===== config.mk =====
export PLATFORM = sky130hd
export DESIGN_NAME = move_executor
export DESIGN_NICKNAME = d
export VERILOG_FILES = /design/src/rtl/puzzle_pkg.sv /design/src/rtl/puzzle_move_calc.sv /design/src/rtl/move_executor.sv
export SDC_FILE = /design/constraint.sdc
export NUM_CORES = 1
export LEC_CHECK = 0
export ABC_AREA = 1
export BUFFER_PORTS_ARGS = -buffer_cell sky130_fd_sc_hd__buf_4
export CORE_ASPECT_RATIO = 1.25
export CORE_UTILIZATION = 50
export DETAILED_ROUTE_END_ITERATION = 16
export GPL_TIMING_DRIVEN = 1
export PLACE_DENSITY = 0.79
export SLEW_MARGIN = 5
export SYNTH_ARGS = -nofsm -noshare
export SYNTH_HDL_FRONTEND = slang
export SYNTH_SLANG_ARGS = --single-unit

===== constraint.sdc =====
create_clock -name clk -period 4.9 [get_ports clk]
set_input_delay 0.98 -clock clk [delete_from_list [all_inputs] [get_ports clk]]
set_output_delay 0.98 -clock clk [all_outputs]
set_load 0.02 [all_outputs]

===== src/rtl/puzzle_pkg.sv =====
// Shared definitions for the sliding-tile puzzle: direction encoding,
// board geometry and the solved board pattern.
package puzzle_pkg;

    typedef enum logic [1:0] {
        DIR_UP    = 2'b00,
        DIR_DOWN  = 2'b01,
        DIR_LEFT  = 2'b10,
        DIR_RIGHT = 2'b11
    } dir_t;

    localparam int TILE_W  = 3;
    localparam int NUM_POS = 6;
    localparam int BOARD_W = TILE_W * NUM_POS;

    localparam logic [BOARD_W-1:0] SOLVED = 18'h0A728;

    // Position 0 occupies the most significant tile slot of the board word.
    function automatic int pos_lsb(input logic [2:0] p);
        return TILE_W * (NUM_POS - 1 - int'(p));
    endfunction

endpackage


===== src/rtl/puzzle_move_calc.sv =====
// Combinational move evaluation: finds the blank, checks that the requested
// blank movement stays on the 2x3 board, and produces the swapped board.
module puzzle_move_calc
    import puzzle_pkg::*;
(
    input  logic [17:0] board,
    input  logic [1:0]  dir,
    output logic        legal,
    output logic [17:0] new_board
);

    logic       found;
    logic [2:0] blank_pos;
    logic       has_target;
    logic [2:0] target;

    // Locate the lowest-indexed blank, derive the target and swap the two tiles.
    always_comb begin
        found     = 1'b0;
        blank_pos = '0;
        for (int unsigned i = 0; i < NUM_POS; i++) begin
            if (!found && board[pos_lsb(3'(i)) +: TILE_W] == '0) begin
                found     = 1'b1;
                blank_pos = 3'(i);
            end
        end

        has_target = 1'b0;
        target     = '0;
        case (dir)
            DIR_UP: begin
                has_target = (blank_pos >= 3'd3);
                target     = blank_pos - 3'd3;
            end
            DIR_DOWN: begin
                has_target = (blank_pos < 3'd3);
                target     = blank_pos + 3'd3;
            end
            DIR_LEFT: begin
                has_target = !(blank_pos == 3'd0 || blank_pos == 3'd3);
                target     = blank_pos - 3'd1;
            end
            DIR_RIGHT: begin
                has_target = !(blank_pos == 3'd2 || blank_pos == 3'd5);
                target     = blank_pos + 3'd1;
            end
            default: begin
                has_target = 1'b0;
                target     = '0;
            end
        endcase

        legal     = found && has_target;
        new_board = board;
        if (legal) begin
            new_board[pos_lsb(blank_pos) +: TILE_W] = board[pos_lsb(target) +: TILE_W];
            new_board[pos_lsb(target) +: TILE_W]    = '0;
        end
    end

endmodule


===== src/rtl/move_executor.sv =====
// Executes one blank-tile move per request: reads the board and move counter
// from the register file, writes back the updated board and counter+1 when
// the move is legal, then reports legality and solved status.
module move_executor
    import puzzle_pkg::*;
#(
    parameter logic [3:0] ORD_REG = 4'd0,
    parameter logic [3:0] CNT_REG = 4'd1
) (
    input  logic        clk,
    input  logic        rst_n,
    input  logic        req_valid,
    input  logic [1:0]  req_dir,
    output logic        req_ready,
    output logic        resp_valid,
    output logic        resp_legal,
    output logic        resp_solved,
    output logic [3:0]  src0,
    output logic [3:0]  src1,
    input  logic [39:0] data0,
    input  logic [39:0] data1,
    output logic        we,
    output logic [3:0]  dst,
    output logic [39:0] data
);

    localparam logic [2:0] S_IDLE   = 3'd0;
    localparam logic [2:0] S_LOAD   = 3'd1;
    localparam logic [2:0] S_EVAL   = 3'd2;
    localparam logic [2:0] S_WR_ORD = 3'd3;
    localparam logic [2:0] S_WR_CNT = 3'd4;
    localparam logic [2:0] S_RESP   = 3'd5;

    logic [2:0]  state;
    logic [1:0]  dir_q;
    logic [39:0] board_q;
    logic [39:0] cnt_q;
    logic [17:0] new_board_q;
    logic        legal_q;
    logic        solved_q;

    logic        calc_legal;
    logic [17:0] calc_board;

    assign src0 = ORD_REG;
    assign src1 = CNT_REG;

    puzzle_move_calc u_calc (
        .board     (board_q[17:0]),
        .dir       (dir_q),
        .legal     (calc_legal),
        .new_board (calc_board)
    );

    // Sequencing: capture request, snapshot operands, evaluate, write back, respond.
    always_ff @(posedge clk or negedge rst_n) begin
        if (!rst_n) begin
            state       <= S_IDLE;
            dir_q       <= '0;
            board_q     <= '0;
            cnt_q       <= '0;
            new_board_q <= '0;
            legal_q     <= 1'b0;
            solved_q    <= 1'b0;
        end else begin
            case (state)
                S_IDLE: begin
                    if (req_valid) begin
                        dir_q <= req_dir;
                        state <= S_LOAD;
                    end
                end
                S_LOAD: begin
                    board_q <= data0;
                    cnt_q   <= data1;
                    state   <= S_EVAL;
                end
                S_EVAL: begin
                    new_board_q <= calc_board;
                    legal_q     <= calc_legal;
                    solved_q    <= (calc_board == SOLVED);
                    state       <= calc_legal ? S_WR_ORD : S_RESP;
                end
                S_WR_ORD: state <= S_WR_CNT;
                S_WR_CNT: state <= S_RESP;
                S_RESP:   state <= S_IDLE;
                default:  state <= S_IDLE;
            endcase
        end
    end

    // Outputs decode straight from state so reset clears them without a clock.
    always_comb begin
        req_ready   = (state == S_IDLE);
        resp_valid  = (state == S_RESP);
        resp_legal  = (state == S_RESP) && legal_q;
        resp_solved = (state == S_RESP) && solved_q;
        we          = 1'b0;
        dst         = '0;
        data        = '0;
        case (state)
            S_WR_ORD: begin
                we   = 1'b1;
                dst  = ORD_REG;
                data = {board_q[39:18], new_board_q};
            end
            S_WR_CNT: begin
                we   = 1'b1;
                dst  = CNT_REG;
                data = cnt_q + 40'd1;
            end
            default: begin
                we   = 1'b0;
                dst  = '0;
                data = '0;
            end
        endcase
    end

endmodule


# After elaboration in Yosys (flattened, before gate mapping)
# Cells that the tools add are included.
# Widths: inputs -> output; s select.
# op_classes
addsub,9
n_mul,2
magnitude_cmp,2
n_eq_ne,13
n_shift,5
mux,22
reduce_logical,28
# ops
cell,count
$pmux 40 s2,1
$neg 32->33,2
$shift 3x33->18 const A,2
$mul 3x32->32 const A,2
$add 40x1->40 const B,1
$bwmux 18,2
$shiftx 3x33->18,1
$shiftx 3x33->18 const A,1
$shiftx 18x32->3,1
$logic_not 3->1,8
$eq 18x16->1 const B,1
$mux 18,1
$pmux 3 s5,1
$eq 3x2->1 const B,4
$mux 3,4
$pmux 3 s4,1
$eq 3x3->1 const B,3
$mux 1,9
$logic_and 1x1->1,8
$sub 3x3->4 const A,2
$logic_not 1->1,7
$eq 2x2->1 const B,2
$mux 2,2
$pmux 1 s4,1
13 further kinds,14
# totals
register_bits,105
inputBits,85
output_inout_bits,57

# Longest topological paths before layout
# Gate-level depths: netlist of the first run.
# logic_depth
ltp_word,27
mapped_depth,47
mapped_depth_nobuf,46

# Modules after synthesis
# Synthesis of the first run repeated with hierarchy kept, for this count alone.
# hier_totals
cells_unflattened,1227
hier_area_um2,8602.0
# by_module_without_submodules
mod,instances,cells_per_inst,area_per_inst_um2,seq_area_each_um2
move_executor,1,687,5738.0,2627.5
puzzle_move_calc,1,540,2864.0,0.0

# Least setup slack after synthesis of the first run
# No wires, ideal clock.
# synth_path
path_kind,register to register
start,reg board_q[15]
end,reg solved_q
arrival_ns,5.225
setup_slack_ns,-0.442
path_stages_with_launch,43
n_path_buf,1
cell_sequence,dfrtp_1 nor2_2 nand2_4 nand2_4 a21oi_1 buf_2 inv_1 nand3_1 nand2_1 inv_1 ha_1 inv_1 o21ai_0 inv_1 ha_1 inv_1 ha_1 a21oi_1 (+7 left out) ha_1 nand3_1 nor4_1 a41oi_1 nor2_1 nand2_1 a21oi_2 nand2_1 nand2_1 nand2_1 o21ai_0 a21oi_1 nand2_1 nand2_1 nand2_1 nor2_1 nand2_1 nand2_1
# synth_via
elab_chain_cells,27
# synth_lines
element,line,rtl
from (decl),move_executor.sv:36,logic [39:0] board_q;
from (signal assigned),move_executor.sv:74,board_q <= data0;
"parallel branches: the longest is 25 deep, another holds $logic_not 3->1",--,
$mux 18 (*),puzzle_move_calc.sv:55,if (legal) begin
$eq 18x16->1 (*),move_executor.sv:81,solved_q <= (calc_board == SOLVED);
to (signal assigned),move_executor.sv:81,
to (decl),move_executor.sv:40,logic solved_q;
# Mark *: on every way between the ends.
# A chain may end at the register's enable or synchronous reset.

# Final worst setup path of the first run
# layout_path
start,reg board_q[8]
end,reg solved_q
# layout_via
elab_chain_cells,19
# layout_lines
element,line
"parallel branches: the longest is 17 deep, another holds $sub 3x3->4",--
$mux 18 (*),puzzle_move_calc.sv:55
$eq 18x16->1 (*),move_executor.sv:81
# Marks and branches as above.

==> impl_metrics.json, run 1 <==
{
  "status": "finished, violations left",
  "violations": "negative setup slack",
  "cts.clk_slew.worst_paths_ns": 0.08,
  "layout-drive-gt1-share_pct": 28.4,
  "grtUsageTotal_pct": 32.5,
  "synthesis.area_mm2": 0.00855,
  "tightest_slew_ns": 1.06,
  "synthXorXnorAreaFrac_pct": 0.717,
  "die_w_um": 119,
  "io_buffers": 130,
  "cts_buffer_depth": 2,
  "met3_usage_pct": 2.99,
  "vias_per_cell": 5.59,
  "die_h_um": 148,
  "rsz0062_at_grt": "true",
  "use_met2_pct": 59.1,
  "cp_common_cell": "nand2_1",
  "synth_compound_area_share_pct": 13.7,
  "setup.worst_path.end_class": "flip-flop",
  "worstReg2RegStart": "board_q[8]",
  "num_vias": 9424,
  "synth_top_family_by_area": "simple AND/OR/NAND/NOR gates",
  "max_stage_delay_ns": 0.42,
  "final.period_utilization_pct": 107,
  "path_class": "flip-flop to flip-flop",
  "async_flop_share_pct": 100,
  "crit_arrival_ns": 5.47,
  "yosys_register_bits": 105,
  "start_util_pct": 51.0,
  "htreeDepth": 3,
  "yosysSeqAreaShare_pct": 30.7,
  "clockRootBuffer": "clkbuf_16",
  "io_pins": 142,
  "synth_cell_types": 51,
  "ys_warn_count": 0,
  "whs_ns": 0.499,
  "place_hpwl_um": 22500,
  "relSlewSlack_pct": 28.8,
  "fp.coreArea_mm2": 0.0168,
  "hp-start": "new_board_q[0]",
  "cts_made_buffers": 9,
  "yosys-mux-area-fraction_pct": 4.48,
  "dr.first_iter.drc_count": 695,
  "fin_nets": 1581,
  "insertion_delay_ns": 0.36,
  "crit_path_top_delay_cell": "nor4_1",
  "antenna_found_initial": 0,
  "synth_enable_flop_cells": 0,
  "fillers": 1519,
  "drt_wl_total_um": 28700,
  "drc_errors": 0,
  "critPathTopFamily": "simple AND/OR/NAND/NOR gates",
  "grt_max_degree": 67,
  "slew_violations": 0,
  "antennaDiodeCount": 0,
  "layout_common_cells": "nand2_1 (258), buf_4 (234), nor2_1 (150)",
  "crit_required_ns": 5.14,
  "grt_overflow": 0,
  "synth-simple-area-share_pct": 34.9,
  "cts_tree": "done",
  "finalHoldViolations": 0,
  "crit_start": "board_q[8]",
  "cp-start-kind": "flip-flop",
  "worst_slack_ns": -0.327,
  "maxCapViolCount": 0,
  "grt_pass1_vias": 8982,
  "first_pass_iters": 6,
  "yosys.area_share.adder_pct": 4.97,
  "cp_max_fo": 4,
  "use_met1_pct": 36.5,
  "fmax_ghz": 0.191,
  "grt-busiest-layer": "met2",
  "cts.sinks": 105,
  "setup_viol": 8,
  "layout_commonest_cell": "nand2_1",
  "fin_worst_skew_ns": 0.0147,
  "path_buf_inv": 8,
  "routabilityCongestion": 0.991,
  "cts_hold_buf": 0,
  "areaGrowthSynthToFinish_pct": 29.9,
  "wl_per_cell_um": 17.0,
  "avgSynthCellArea_um2": 6.81,
  "syn_inst": 1256,
  "period_minus_slack_ns": 5.23,
  "grt_pass1_wl_um": 44900,
  "min_path_type": "flip-flop to flip-flop",
  "antenna_left": 0,
  "num_rows": 53,
  "synth_flop_cell": "dfrtp_1",
  "dieArea_mm2": 0.0176
}
[synth_stat cells, types with 2 or more instances]
library cell,instances,area share [%]
a21oi_1,85,5.0
a21oi_2,3,0.31
a22o_1,2,0.20
a31oi_1,2,0.15
a32o_1,9,1.1
and3_1,2,0.15
buf_1,6,0.26
buf_2,8,0.47
buf_4,13,1.1
buf_6,2,0.26
clkbuf_1,24,1.1
clkinv_1,3,0.13
conb_1,2,0.088
dfrtp_1,105,31
ha_1,34,5.0
inv_1,154,6.8
inv_2,9,0.39
mux2_2,34,4.5
nand2_1,277,12
nand2_2,12,0.88
nand2_4,4,0.53
nand3_1,107,6.3
nand3_2,7,0.82
nand3b_1,4,0.35
nand4_1,21,1.5
nor2_1,153,6.7
nor2_2,7,0.51
nor2_4,9,1.2
nor3_1,22,1.3
nor3b_1,2,0.18
nor4_1,18,1.3
o211a_1,2,0.23
o211ai_1,5,0.44
o21ai_0,61,3.6
o21ai_1,5,0.29
o21bai_1,4,0.35
o22ai_1,6,0.44
o31ai_1,13,1.1
o32ai_1,2,0.20
or2_2,2,0.15
xnor2_1,2,0.20
xor2_1,5,0.51
[layout make-up]
class / instances / area [um2] / share of cell area, %
Tap cell: 220 / 275 / 2.48
Clock buffer: 10 / 239 / 2.15
Clock inverter: 6 / 58.8 / 0.529
Inverter: 166 / 628 / 5.65
Timing Repair Buffer: 239 / 1830 / 16.5
Multi-Input combinational cell: 941 / 5450 / 49.1
Sequential cell: 105 / 2630 / 23.6
[path summary, 6_finish.rpt]
path | endpoint | slack (ns) | cells after the start
max | solved_q | -0.33 | 38
min | new_board_q[0] | 0.50 | 2
max reg2reg | solved_q | -0.33 | 38
min reg2reg | new_board_q[0] | 0.50 | 2
max in group asynchronous | board_q[14] | 3.40 | 2
min in group asynchronous | cnt_q[8] | 0.57 | 1
[state kept, by name, summed over array words and instances, names as in the netlist]
| register | cells |
|---|---|
| solved_q | 1 |
| legal_q | 1 |
| cnt_q | 40 |
| dir_q | 2 |
| new_board_q | 18 |
| board_q | 40 |
| state | 3 |
[stage by stage]
| stage | std cells | setup slack, ns | util (%) | TNS, ns | cell area, um2 |
|---|---|---|---|---|---|
| CTS | 1685 | -0.0989 | 65.5 | -0.173 | 11000 |
| finish | 1687 | -0.327 | 66.2 | -2.04 | 11100 |
| floorplan | 1265 | 0.00351 | - | 0 | 8730 |
| detailed placement | 1655 | -0.247 | 62.1 | -1.27 | 10400 |
| global route | 1687 | -0.699 | 66.2 | -4.65 | 11100 |
| global placement | 1655 | -0.0935 | 62.1 | -0.260 | 10400 |
[routing by layer]
| layer | wire, um | vias to the layer above |
|---|---|---|
| met5 | 0 | - |
| met4 | 1850 | 0 |
| met3 | 1480 | 93 |
| met2 | 14700 | 416 |
| met1 | 10600 | 4384 |
| li1 | - | 4531 |
[cell families after synthesis]
family | after synthesis
other | 2
and+or+nand+nor | 653
DFF | 105
buffers and inverters | 219
AOI/OAI and AO/OA | 202
adders and majority gates | 34
xor gates and xnor gates | 7
muxes | 34
[worst register-to-register path, delay by kind of cell, from the launching register on]
family,cells,cell delay (ns)
buffers and inverters,8,0.77
AO/OA/AOI/OAI,4,0.81
flip-flops,1,0.39
adder cells (fa/ha/maj),5,0.98
AND/OR/NAND/NOR,21,2.15
[timing repair]
| action | 4_1_cts | 5_1_grt |
|---|---|---|
| pin swaps | 34 | 20 |
| endpoints found under the setup margin | 8 | 11 |
| gates resized for setup | 35 | 26 |
| setup buffers | 14 | 2 |
Power of run 1 is not shown: default switching activity piles up to over one toggle a cycle in this logic, so the estimate is an artifact.
==> run 2, diff against run 1 <==
SKIP_CTS_REPAIR_TIMING = 1   (was default)
==> impl_metrics.json, run 2 (synthesis results as in run 1) <==
{
  "whs_ns": 0.499,
  "max_stage_delay_ns": 0.39,
  "crit_start": "board_q[15]",
  "maxCapViolCount": 0,
  "layout_common_cells": "nand2_1 (258), buf_4 (227), nor2_1 (149)",
  "crit_required_ns": 5.10,
  "cp-start-kind": "flip-flop",
  "dieArea_mm2": 0.0176,
  "grt_overflow": 0,
  "antenna_left": 0,
  "first_pass_iters": 5,
  "fin_worst_skew_ns": 0.0136,
  "antenna_found_initial": 0,
  "min_path_type": "flip-flop to flip-flop",
  "layout-drive-gt1-share_pct": 28.0,
  "drt_wl_total_um": 28600,
  "die_h_um": 148,
  "cts_buffer_depth": 2,
  "cp_max_fo": 5,
  "violations": "negative setup slack",
  "status": "finished, violations left",
  "period_minus_slack_ns": 5.14,
  "cts.sinks": 105,
  "num_vias": 9414,
  "critPathTopFamily": "simple AND/OR/NAND/NOR gates",
  "routabilityCongestion": 0.991,
  "drc_errors": 0,
  "crit_arrival_ns": 5.34,
  "layout_commonest_cell": "nand2_1",
  "place_hpwl_um": 22500,
  "path_buf_inv": 6,
  "fp.coreArea_mm2": 0.0168,
  "finalHoldViolations": 0,
  "start_util_pct": 51.0,
  "setup.worst_path.end_class": "flip-flop",
  "grt_max_degree": 67,
  "hp-start": "new_board_q[0]",
  "tightest_slew_ns": 1.09,
  "final.period_utilization_pct": 105,
  "clockRootBuffer": "clkbuf_16",
  "num_rows": 53,
  "die_w_um": 119,
  "areaGrowthSynthToFinish_pct": 28.9,
  "slew_violations": 0,
  "worstReg2RegStart": "board_q[15]",
  "largest_registers": "board_q: 40 flops, cnt_q: 40 flops, new_board_q: 18 flops",
  "wl_per_cell_um": 17.0,
  "cts.clk_slew.worst_paths_ns": 0.07,
  "worst_slack_ns": -0.238,
  "crit_path_top_delay_cell": "dfrtp_1",
  "fmax_ghz": 0.195,
  "grt_pass1_wl_um": 44200,
  "io_pins": 142,
  "cp_common_cell": "nand2_2",
  "setup_viol": 4,
  "htreeDepth": 3,
  "path_class": "flip-flop to flip-flop",
  "antennaDiodeCount": 0,
  "vias_per_cell": 5.61,
  "rsz0062_at_grt": "true",
  "io_buffers": 130,
  "setup_tns_ns": -0.594,
  "cts_tree": "done",
  "grt_pass1_vias": 8847,
  "relSlewSlack_pct": 26.9,
  "insertion_delay_ns": 0.36,
  "grtUsageTotal_pct": 31.9,
  "dr.first_iter.drc_count": 782,
  "cts_made_buffers": 9,
  "fin_nets": 1573
}
run 2: changes by cell type in the layout (fill, tap and decap cells not counted), moves of 2 or more:
cell,previous run,this run
buf_4,234,227
nand2_2,27,30
nand2_4,8,5
ha_1,23,25
o21ai_2,1,3
o21ai_4,2,0
run 2: routing by layer:
| layer | vias up | wire length [um] | GRT usage (%) | part of all wire [%] |
|---|---|---|---|---|
| met5 | - | 0 | 0 | 0 |
| met1 | 4414 | 10700 | 35.9 | 38 |
| met4 | 0 | 1960 | 20.1 | 6.9 |
| met2 | 370 | 14600 | 57.8 | 51 |
| met3 | 105 | 1300 | 3.07 | 4.5 |
| li1 | 4525 | - | - | - |
run 2: tightest hold or removal path: stages (launching register included):
cell	delay, ns
dfrtp_1	0.34
nand2_1	0.05
o21ai_0	0.06
run 2: per-stage QoR:
step,setup slack [ns],cell area [um2],instances,utilization [%]
after floorplan,0.00351,8730,1265,-
after global placement,-0.0935,10400,1655,62.1
after detailed placement,-0.247,10400,1655,62.1
after CTS,-0.311,10700,1671,63.9
after global routing,-0.544,11000,1679,65.7
final,-0.238,11000,1679,65.7
run 2: area by class of cell:
type | instances | area (um2)
fillers | 1536 | 5750
multi-input cells | 941 | 5440
flip-flops and latches | 105 | 2630
repair buffers | 231 | 1760
inverters | 166 | 628
well taps | 220 | 275
clock buffers | 10 | 239
clock inverters | 6 | 58.8
run 2: worst paths after layout:
kind | end | cells past startpoint | slack (ns)
max reg2reg | new_board_q[17] | 37 | -0.24
max in group asynchronous | cnt_q[37] | 2 | 3.38
min in group asynchronous | cnt_q[8] | 1 | 0.58
max | new_board_q[17] | 37 | -0.24
min | new_board_q[0] | 2 | 0.50
min reg2reg | new_board_q[0] | 2 | 0.50
Power of run 2 is left out for the same reason.
